$ cat src/rtl/collision_event_unit.sv
// collision_event_unit: per-frame snapshot and serial segment scan producing edge-qualified event pulses,
// plus the player lives / invulnerability / game-over state. Optional macro SHEEP_PICKUP_EN adds sheep pickups.
`default_nettype none

module collision_event_unit #(
  parameter int NUM_SEGMENTS = 7,
  parameter int POS_W        = 8,
  parameter int LIVES_W      = 2,
  parameter int START_LIVES  = 3,
  parameter int IFRAMES      = 60,
  parameter int IDX_W        = 3
) (
  input  logic                          clk,
  input  logic                          rst_n,
  input  logic                          frame_end_i,
  input  logic                          restart_i,
  input  logic [POS_W-1:0]              player_pos_i,
  input  logic [POS_W-1:0]              sword_pos_i,
  input  logic                          sword_active_i,
  input  logic [POS_W-1:0]              sheep_pos_i,
  input  logic [NUM_SEGMENTS*POS_W-1:0] seg_pos_i,
  input  logic [NUM_SEGMENTS-1:0]       seg_active_i,
  output logic                          player_hit_o,
  output logic                          sword_hit_o,
  output logic [IDX_W-1:0]              hit_idx_o,
  output logic                          sheep_eaten_o,
  output logic                          sheep_pickup_o,
  output logic                          contact_o,
  output logic [LIVES_W-1:0]            lives_o,
  output logic                          invulnerable_o,
  output logic                          game_over_o
);

  localparam int IFR_W = $clog2(IFRAMES + 1);
  localparam logic [IDX_W-1:0] LAST_IDX = IDX_W'(NUM_SEGMENTS - 1);

  typedef enum logic [1:0] {IDLE, SCAN, RESOLVE} state_t;

  state_t                          state_q, state_d;
  logic [IDX_W-1:0]                idx_q, idx_d, rec_idx_q, rec_idx_d, hit_idx_q, hit_idx_d;
  logic [POS_W-1:0]                snap_player_q, snap_player_d, snap_sword_q, snap_sword_d;
  logic [POS_W-1:0]                snap_sheep_q, snap_sheep_d;
  logic                            snap_swa_q, snap_swa_d;
  logic [NUM_SEGMENTS*POS_W-1:0]   snap_seg_q, snap_seg_d;
  logic [NUM_SEGMENTS-1:0]         snap_act_q, snap_act_d;
  logic                            p_q, p_d, sw_q, sw_d, sh_q, sh_d;
  logic                            prev_p_q, prev_p_d, prev_sw_q, prev_sw_d, prev_sh_q, prev_sh_d;
  logic                            player_hit_q, player_hit_d, sword_hit_q, sword_hit_d;
  logic                            sheep_eaten_q, sheep_eaten_d, pickup_q, pickup_d;
  logic                            contact_q, contact_d, inv_q, inv_d, go_q, go_d;
  logic [LIVES_W-1:0]              lives_q, lives_d;
  logic [IFR_W-1:0]                ifr_q, ifr_d;
  logic [POS_W-1:0]                seg_cur;
  logic                            act_cur, hit, pk;
`ifdef SHEEP_PICKUP_EN
  localparam logic [LIVES_W-1:0] LIVES_MAX = '1;
  logic                            prev_pk_q, prev_pk_d;
`endif

  assign seg_cur = snap_seg_q[idx_q*POS_W +: POS_W];
  assign act_cur = snap_act_q[idx_q];

  always_comb begin
    state_d       = state_q;
    idx_d         = idx_q;
    rec_idx_d     = rec_idx_q;
    hit_idx_d     = hit_idx_q;
    snap_player_d = snap_player_q;
    snap_sword_d  = snap_sword_q;
    snap_sheep_d  = snap_sheep_q;
    snap_swa_d    = snap_swa_q;
    snap_seg_d    = snap_seg_q;
    snap_act_d    = snap_act_q;
    p_d           = p_q;
    sw_d          = sw_q;
    sh_d          = sh_q;
    prev_p_d      = prev_p_q;
    prev_sw_d     = prev_sw_q;
    prev_sh_d     = prev_sh_q;
    contact_d     = contact_q;
    lives_d       = lives_q;
    inv_d         = inv_q;
    ifr_d         = ifr_q;
    go_d          = go_q;
    player_hit_d  = 1'b0;
    sword_hit_d   = 1'b0;
    sheep_eaten_d = 1'b0;
    pickup_d      = 1'b0;
    hit           = 1'b0;
    pk            = 1'b0;
`ifdef SHEEP_PICKUP_EN
    prev_pk_d     = prev_pk_q;
`endif

    // The iframe window counts frames, not scans, so every frame_end ticks it.
    if (frame_end_i && inv_q) begin
      ifr_d = ifr_q - 1'b1;
      if (ifr_q == IFR_W'(1)) inv_d = 1'b0;
    end

    unique case (state_q)
      IDLE: begin
        if (frame_end_i && !go_q) begin
          snap_player_d = player_pos_i;
          snap_sword_d  = sword_pos_i;
          snap_swa_d    = sword_active_i;
          snap_sheep_d  = sheep_pos_i;
          snap_seg_d    = seg_pos_i;
          snap_act_d    = seg_active_i;
          idx_d         = '0;
          state_d       = SCAN;
        end
      end
      SCAN: begin
        if (act_cur) begin
          if (snap_player_q == seg_cur) p_d = 1'b1;
          if (snap_swa_q && snap_sword_q == seg_cur && !sw_q) begin
            sw_d      = 1'b1;
            rec_idx_d = idx_q;
          end
          if (idx_q == '0 && snap_sheep_q == seg_cur) sh_d = 1'b1;
        end
        if (idx_q == LAST_IDX) state_d = RESOLVE;
        else                   idx_d   = idx_q + 1'b1;
      end
      RESOLVE: begin
        hit           = p_q & ~prev_p_q & ~inv_q & (lives_q != '0);
`ifdef SHEEP_PICKUP_EN
        pk            = (snap_player_q == snap_sheep_q) & ~prev_pk_q;
        prev_pk_d     = (snap_player_q == snap_sheep_q);
`endif
        contact_d     = p_q;
        sword_hit_d   = sw_q & ~prev_sw_q;
        hit_idx_d     = rec_idx_q;
        sheep_eaten_d = sh_q & ~prev_sh_q;
        player_hit_d  = hit;
        pickup_d      = pk;
        prev_p_d      = p_q;
        prev_sw_d     = sw_q;
        prev_sh_d     = sh_q;
        p_d           = 1'b0;
        sw_d          = 1'b0;
        sh_d          = 1'b0;
        rec_idx_d     = '0;
        state_d       = IDLE;
        // A pickup landing with a hit cancels the life loss but not the iframes.
        if (hit) begin
          inv_d = 1'b1;
          ifr_d = IFR_W'(IFRAMES);
          if (!pk) begin
            lives_d = lives_q - 1'b1;
            if (lives_q == LIVES_W'(1)) begin
              go_d  = 1'b1;
              inv_d = 1'b0;
              ifr_d = '0;
            end
          end
`ifdef SHEEP_PICKUP_EN
        end else if (pk && lives_q != LIVES_MAX) begin
          lives_d = lives_q + 1'b1;
`endif
        end
      end
      default: state_d = IDLE;
    endcase

    if (restart_i) begin
      state_d       = IDLE;
      idx_d         = '0;
      rec_idx_d     = '0;
      hit_idx_d     = '0;
      snap_player_d = '0;
      snap_sword_d  = '0;
      snap_sheep_d  = '0;
      snap_swa_d    = 1'b0;
      snap_seg_d    = '0;
      snap_act_d    = '0;
      {p_d, sw_d, sh_d, prev_p_d, prev_sw_d, prev_sh_d} = '0;
      {player_hit_d, sword_hit_d, sheep_eaten_d, pickup_d} = '0;
      contact_d     = 1'b0;
      lives_d       = LIVES_W'(START_LIVES);
      inv_d         = 1'b0;
      ifr_d         = '0;
      go_d          = 1'b0;
`ifdef SHEEP_PICKUP_EN
      prev_pk_d     = 1'b0;
`endif
    end
  end

  always_ff @(posedge clk or negedge rst_n) begin
    if (!rst_n) begin
      state_q       <= IDLE;
      idx_q         <= '0;
      rec_idx_q     <= '0;
      hit_idx_q     <= '0;
      snap_player_q <= '0;
      snap_sword_q  <= '0;
      snap_sheep_q  <= '0;
      snap_swa_q    <= 1'b0;
      snap_seg_q    <= '0;
      snap_act_q    <= '0;
      {p_q, sw_q, sh_q, prev_p_q, prev_sw_q, prev_sh_q} <= '0;
      {player_hit_q, sword_hit_q, sheep_eaten_q, pickup_q} <= '0;
      contact_q     <= 1'b0;
      lives_q       <= LIVES_W'(START_LIVES);
      inv_q         <= 1'b0;
      ifr_q         <= '0;
      go_q          <= 1'b0;
`ifdef SHEEP_PICKUP_EN
      prev_pk_q     <= 1'b0;
`endif
    end else begin
      state_q       <= state_d;
      idx_q         <= idx_d;
      rec_idx_q     <= rec_idx_d;
      hit_idx_q     <= hit_idx_d;
      snap_player_q <= snap_player_d;
      snap_sword_q  <= snap_sword_d;
      snap_sheep_q  <= snap_sheep_d;
      snap_swa_q    <= snap_swa_d;
      snap_seg_q    <= snap_seg_d;
      snap_act_q    <= snap_act_d;
      {p_q, sw_q, sh_q, prev_p_q, prev_sw_q, prev_sh_q} <= {p_d, sw_d, sh_d, prev_p_d, prev_sw_d, prev_sh_d};
      {player_hit_q, sword_hit_q, sheep_eaten_q, pickup_q} <= {player_hit_d, sword_hit_d, sheep_eaten_d, pickup_d};
      contact_q     <= contact_d;
      lives_q       <= lives_d;
      inv_q         <= inv_d;
      ifr_q         <= ifr_d;
      go_q          <= go_d;
`ifdef SHEEP_PICKUP_EN
      prev_pk_q     <= prev_pk_d;
`endif
    end
  end

  assign player_hit_o   = player_hit_q;
  assign sword_hit_o    = sword_hit_q;
  assign hit_idx_o      = hit_idx_q;
  assign sheep_eaten_o  = sheep_eaten_q;
  assign sheep_pickup_o = pickup_q;
  assign contact_o      = contact_q;
  assign lives_o        = lives_q;
  assign invulnerable_o = inv_q;
  assign game_over_o    = go_q;

endmodule

`default_nettype wire

$ cat config.mk
export PLATFORM = sky130hd
export DESIGN_NAME = collision_event_unit
export DESIGN_NICKNAME = d
export VERILOG_FILES = /design/src/rtl/collision_event_unit.sv
export SDC_FILE = /design/constraint.sdc
export NUM_CORES = 1
export LEC_CHECK = 0
export BUFFER_PORTS_ARGS = -buffer_cell sky130_fd_sc_hd__buf_4
export CAP_MARGIN = 40
export CORE_MARGIN = 2
export CORE_UTILIZATION = 45
export DETAILED_ROUTE_END_ITERATION = 8
export PLACE_DENSITY = 0.65
export SKIP_CTS_REPAIR_TIMING = 1
export SLEW_MARGIN = 0
export SYNTH_ARGS = -nofsm -noshare
export SYNTH_HDL_FRONTEND = slang
export SYNTH_SLANG_ARGS = --single-unit
$ cat constraint.sdc
create_clock -name clk -period 3.04 [get_ports clk]
set_input_delay 0.76 -clock clk [delete_from_list [all_inputs] [get_ports clk]]
set_output_delay 0.76 -clock clk [all_outputs]
set_load 0.005 [all_outputs]
# Word-level counts from Yosys, hierarchy flattened
# Cells that the tools add are included.
dict set report op_classes {
  add_sub_neg 3
  n_lt_le_gt_ge 1
  n_eq_ne 15
  shifts 1
  n_mux 76
  bitwise_logic 9
  reduce_logical 25
}
# cell n
set ops {}
lappend ops {{56-bit 2-to-1 mux} 3}
lappend ops {{8-bit 2-to-1 mux} 9}
lappend ops {{56-bit by 7-bit variable part select with 8-bit output} 1}
lappend ops {{1-bit 2-to-1 mux} 35}
lappend ops {{6-bit 2-to-1 mux} 5}
lappend ops {{8-bit == test} 3}
lappend ops {{3-bit 2-to-1 mux} 8}
lappend ops {{7-bit 2-to-1 mux} 3}
lappend ops {{3-bit != test, second input constant} 7}
lappend ops {{3-bit AND reduction} 5}
lappend ops {{2-bit 2-to-1 mux} 6}
lappend ops {{3-bit case mux with 2 select lines} 2}
lappend ops {{2-bit nonzero test} 6}
lappend ops {{6-bit by 1-bit == test with 1-bit output, second input constant} 1}
lappend ops {{1-bit case mux with 2 select lines} 3}
lappend ops {{2-bit AND reduction} 3}
lappend ops {{3-bit nonzero test} 2}
lappend ops {{6-bit by 1-bit subtractor with 6-bit output, second input constant} 1}
lappend ops {{1-bit AND} 5}
lappend ops {{1-bit logical AND} 5}
lappend ops {{2-bit by 1-bit == test with 1-bit output, second input constant} 2}
lappend ops {{3-bit by 4-bit < comparator with 1-bit output, second input constant} 1}
lappend ops {{1-bit inverter} 4}
lappend ops {{2-bit case mux with 2 select lines} 1}
lappend ops {{other kinds (8)} 9}
dict set report totals {
  regBits 118
  in_bits 92
  elab_cells 153
}

# Depth between registers and ports, before layout
dict set report logic_depth {
  depth_word 8
  mapped_depth 9
}

# Worst setup path after synthesis
# OpenSTA, ideal clock, no wires.
dict set report synth_timing {
  path_kind {register to register}
  start {reg lives_q[0], in the netlist lives_o[0]}
  end {reg lives_q[1], in the netlist lives_o[1]}
  setup_time_ps 82
  arrival_time_ps 2109
  required_ps 2958
  setup_slack_ps 849
  stages_incl_launch_ff 7
  path_buffers 1
  synth_period_minus_slack_ps 2191
  cell_sequence {dfstp_2 -> inv_1 -> ha_1 -> or4b_2 -> or2_2 -> clkbuf_1 -> a211o_1}
}
dict set report synth_between {
  elab_chain_len 4
  elab_cells_between_ends 8
  classes_between {add/sub (1); mux (3); bitwise (1); reduce/logical (3)}
}
# item line_no
set synth_rtl {}
lappend synth_rtl {{from (decl)} 51} ;# logic [LIVES_W-1:0] lives_q, lives_d;
lappend synth_rtl {{from (signal assigned)} 206} ;# lives_q <= LIVES_W'(START_LIVES);
lappend synth_rtl {{from (signal assigned)} 227} ;# lives_q <= lives_d;
lappend synth_rtl {{2-bit by 1-bit subtractor with 2-bit output / 2-bit nonzero test (equally long branches)} {151, 127}}
lappend synth_rtl {{2-bit 2-to-1 mux / 1-bit AND (equally long branches)} {147, 127}}
lappend synth_rtl {{2-bit 2-to-1 mux / 2-bit nonzero test (equally long branches)} n/a}
lappend synth_rtl {{2-bit 2-to-1 mux / 2-bit AND reduction (equally long branches)} n/a}
# Several ways; a longest one is shown, not always the timed one. The select of a mux whose other input is x is not followed.
# A chain may end at the register's enable or synchronous reset.

# Worst setup path after layout
dict set report layout_timing {
  start {reg idx_q[1]}
  end {reg rec_idx_q[2]}
}
dict set report layout_between {
  elab_chain_len 6
  elab_cells_between_ends 9
  classes_between {eq/ne (3); shift (1); mux (2); reduce/logical (3)}
}
# item line_no
set layout_rtl {}
lappend layout_rtl {{from (decl)} 40} ;# logic [IDX_W-1:0] idx_q, idx_d, rec_idx_q, rec_idx_d, hit_idx_q, hit_idx_d;
lappend layout_rtl {{from (signal assigned)} 215} ;# idx_q <= idx_d;
lappend layout_rtl {{56-bit by 7-bit variable part select with 8-bit output} 60} ;# assign seg_cur = snap_seg_q[idx_q*POS_W +: POS_W];
lappend layout_rtl {{8-bit == test} 117} ;# if (snap_swa_q && snap_sword_q == seg_cur && !sw_q) begin
lappend layout_rtl {{1-bit logical AND (2 in a row)} 117}
lappend layout_rtl {{3-bit != test (no line)} n/a}
lappend layout_rtl {{3-bit AND reduction (no line) *} n/a}
lappend layout_rtl {{to (signal assigned)} 216} ;# rec_idx_q <= rec_idx_d;
lappend layout_rtl {{to (decl)} 40}
# Mark *: on every way between the ends. The rest lies on a longest branch, timed or not. The select of a mux whose other input is x is not followed.

==> run_summary.xml <==
<?xml version="1.0" encoding="UTF-8"?>
<metrics>
  <group name="run_status">
    <metric name="status" unit="">completed</metric>
  </group>
  <group name="sta">
    <metric name="final_min_period_over_clock_period" unit="%">76.2</metric>
    <metric name="drv_slew" unit="">0</metric>
    <metric name="relative_max_transition_margin" unit="%">40.9</metric>
    <metric name="setup_ws" unit="ns">0.723</metric>
    <metric name="finalSetupViolCount" unit="">0</metric>
    <metric name="worstMarginPinSlew" unit="ns">0.886</metric>
    <metric name="fin_tns_setup" unit="ns">0</metric>
    <metric name="max_freq" unit="MHz">432</metric>
    <metric name="finalClockSkew" unit="ns">0.0104</metric>
    <metric name="hold_violations" unit="">0</metric>
    <metric name="rsz0062_at_grt" unit="">false</metric>
    <metric name="period_minus_slack" unit="ns">2.32</metric>
  </group>
  <group name="logic_synthesis">
    <metric name="post_synth.cell_area_avg" unit="um2">9.06</metric>
    <metric name="synth_area_leader_cell" unit="">sky130_fd_sc_hd__dfrtp_1</metric>
    <metric name="flip_flop_and_latch_count_after_synthesis" unit="">118</metric>
    <metric name="synth_sequential_area_ratio" unit="%">50.4</metric>
    <metric name="mappedNetlistArea" unit="um2">5870</metric>
    <metric name="yosys_most_used_dff" unit="">sky130_fd_sc_hd__dfrtp_1</metric>
    <metric name="synth.top_cells.by_area" unit="">sky130_fd_sc_hd__dfrtp_1 (49%), sky130_fd_sc_hd__nand2_1 (13%), sky130_fd_sc_hd__a21oi_1 (8.9%)</metric>
    <metric name="mappedNetlistNets" unit="">747</metric>
    <metric name="netlist_instances" unit="">648</metric>
    <metric name="synthesis.yosys.warnings" unit="">0</metric>
    <metric name="ys_types" unit="">55</metric>
    <metric name="synth-edff-count" unit="">0</metric>
    <metric name="postSynth.asyncResetShare" unit="%">100</metric>
    <metric name="synthDominantCellAreaShare" unit="%">49.5</metric>
  </group>
  <group name="detailed_routing">
    <metric name="drt_first_pass_iters" unit="">5</metric>
    <metric name="avgViaCountPerCell" unit="">5.20</metric>
    <metric name="detail_route.drc_violations" unit="">0</metric>
    <metric name="antenna_left" unit="">0</metric>
    <metric name="num_vias" unit="">4771</metric>
    <metric name="drt-initial-drc-count" unit="">284</metric>
    <metric name="route.final.wire_length" unit="um">14400</metric>
    <metric name="wl_per_cell" unit="um">15.7</metric>
  </group>
  <group name="place">
    <metric name="placed_cells_incl_taps" unit="">886</metric>
    <metric name="gpl.final_weighted_congestion" unit="">0.843</metric>
    <metric name="detailedPlacementHpwl" unit="um">10100</metric>
    <metric name="placement.io_buffers" unit="">102</metric>
    <metric name="dp_worst_setup_slack" unit="ns">0.790</metric>
  </group>
  <group name="run">
    <metric name="timing.max_cap.violations" unit="">0</metric>
  </group>
  <group name="clock_network">
    <metric name="cell_at_the_root_of_the_clock_tree" unit="">sky130_fd_sc_hd__clkbuf_16</metric>
    <metric name="cts.sinks" unit="">118</metric>
    <metric name="cts_buffer_count" unit="">17</metric>
    <metric name="clock_tree_from_tritoncts" unit="">yes</metric>
    <metric name="cts.reportedPaths.clkPinSlew" unit="ns">0.06</metric>
    <metric name="clk_latency" unit="ns">0.41</metric>
    <metric name="ctsLongestPathBuffers" unit="">2</metric>
    <metric name="clock_tree.htree_level_count" unit="">4</metric>
  </group>
  <group name="layout">
    <metric name="layout-area-overhead-vs-synth" unit="%">24.5</metric>
    <metric name="finalNetCount" unit="">832</metric>
    <metric name="num_antenna_cells" unit="">0</metric>
    <metric name="layout.cells.most_common_list" unit="">sky130_fd_sc_hd__nand2_1 (204), sky130_fd_sc_hd__dfrtp_1 (116), sky130_fd_sc_hd__buf_4 (111), sky130_fd_sc_hd__a21oi_1 (104), sky130_fd_sc_hd__xnor2_1 (26)</metric>
    <metric name="instances_no_fill" unit="">918</metric>
    <metric name="share_of_layout_cells_above_drive_strength_1" unit="%">22.9</metric>
    <metric name="mostFrequentLayoutCell" unit="">sky130_fd_sc_hd__nand2_1</metric>
    <metric name="n_fill_cell" unit="">1155</metric>
  </group>
  <group name="worst_hold_path">
    <metric name="hold_path_class" unit="">input port to async pin</metric>
  </group>
  <group name="power">
    <metric name="power.leakage" unit="uW">0.00327</metric>
    <metric name="irDropWorstVdd" unit="mV">0.308</metric>
    <metric name="total_power_density_per_cell_area" unit="nW/um2">561</metric>
    <metric name="total_power" unit="uW">4100</metric>
  </group>
  <group name="worst_setup_path">
    <metric name="critPathSlowestCell" unit="">sky130_fd_sc_hd__dfrtp_1</metric>
    <metric name="crit_path_max_fanout" unit="">9</metric>
    <metric name="critical_path.cell_chain" unit="">buf_4, mux2i_1, o21ai_1, o21ai_2, xnor2_1, nor4_4, and3_1, o211ai_1</metric>
    <metric name="type_of_destination_of_the_critical_path" unit="">flip-flop</metric>
    <metric name="worst_setup_path_type" unit="">flip-flop to flip-flop</metric>
    <metric name="cp-start-kind" unit="">flip-flop</metric>
    <metric name="max_stage_delay" unit="ns">0.50</metric>
    <metric name="cp.required" unit="ns">3.32</metric>
    <metric name="critical_path_arrival" unit="ns">2.60</metric>
  </group>
  <group name="die">
    <metric name="fp-row-count" unit="">41</metric>
    <metric name="floorplan.die.width" unit="um">118</metric>
    <metric name="die_h" unit="um">118</metric>
    <metric name="starting_utilization_of_the_core_area" unit="%">46.3</metric>
    <metric name="ios" unit="">104</metric>
    <metric name="die_area" unit="um2">14000</metric>
    <metric name="coreArea" unit="um2">12700</metric>
  </group>
  <group name="global_routing">
    <metric name="initial_antenna_violation_count" unit="">0</metric>
    <metric name="gr-usage-all-layers" unit="%">21.5</metric>
    <metric name="wire_length_of_the_first_global_routing_pass" unit="um">23600</metric>
    <metric name="maximum_number_of_pins_on_one_net_before_global_route_repair" unit="">89</metric>
    <metric name="grt.overflow.total" unit="">0</metric>
    <metric name="grt_pass1_vias" unit="">4722</metric>
  </group>
</metrics>
-- Yosys cell counts (all sizes together) (5+ instances only) --
cell,count
nand2,204
dfrtp,116
a21oi,104
clkbuf,32
xnor2,26
mux2i,25
nor2,17
buf,15
o21ai,13
nor3,9
a22oi,8
inv,8
ha,7
nand3b,7
nor2b,5
nor4,5
-- kinds of logic (layout without fill, tap and decap cells) --
family	Yosys count	after routing	synth area share, %
xor+xnor	30	30	4.48
buf+inv	55	153	4.48
mux	29	29	5.22
compound gates	139	139	13.8
simple gates	269	269	20.1
flops	118	118	50.4
other cells	1	1	0.0639
fa+ha+maj	7	7	1.49
-- worst max-delay path: cells and delay by family, from the launching register on --
family                    cells  cell delay [ns]
and+or+nand+nor               2             0.62
muxes                         1             0.23
buffers and inverters         1             0.23
xor gates and xnor gates      1             0.15
DFF                           1             0.50
AOI/OAI and AO/OA             3             0.46
-- state kept, by name, summed over array words and instances (netlist names), 3 cells and up --
register	flops
snap_seg_q	56
snap_player_q	8
snap_sheep_q	8
snap_sword_q	8
snap_act_q	7
ifr_q	6
hit_idx_o	3
idx_q	3
rec_idx_q	3
-- final timing paths --
path / cells after the start / slack, ns / startpoint / endpoint
min in group clk: 1 / 0.44 / prev_sw_q / sword_hit_o
min reg2reg: 1 / 0.44 / prev_sw_q / sword_hit_o
min: 1 / 0.37 / rst_n / ifr_q[4]
max reg2reg: 8 / 0.72 / idx_q[1] / rec_idx_q[2]
max: 8 / 0.72 / idx_q[1] / rec_idx_q[2]
max in group asynchronous: 2 / 1.95 / rst_n / rec_idx_q[0]
-- cell type report --
type	instances	area [um2]	area share, %
flip-flops and latches	118	2960	40.5
multi-input cells	475	2660	36.4
repair buffers	113	873	12.0
clock buffers	24	502	6.87
well taps	172	215	2.95
clock inverters	8	71.3	0.976
inverters	8	30.0	0.411
-- report_power, final --
group	internal, uW	leakage (uW)	switching (uW)
registers	1640	0.00160	54.9
logic	217	0.00138	278
clock network	1230	0.000286	681
-- metrics by stage --
step / hold slack (ns) / utilization, % / cell area (um2)
after floorplan: 0.412 / - / 5870
after global placement: 0.423 / 53.1 / 6730
after detailed placement: 0.436 / 53.1 / 6730
after CTS: 0.376 / 57.6 / 7300
after global routing: 0.399 / 57.6 / 7300
final: 0.367 / 57.6 / 7300
-- routing by layer --
layer / vias up / share of wire [%] / track usage (%)
met5: - / 0 / 0
met4: 0 / 1.1 / 6.33
met3: 17 / 3.6 / 4.92
met2: 119 / 50 / 35.2
met1: 2301 / 45 / 28.6
li1: 2334 / - / -
No activity file was read; power rests on OpenSTA's default activity.
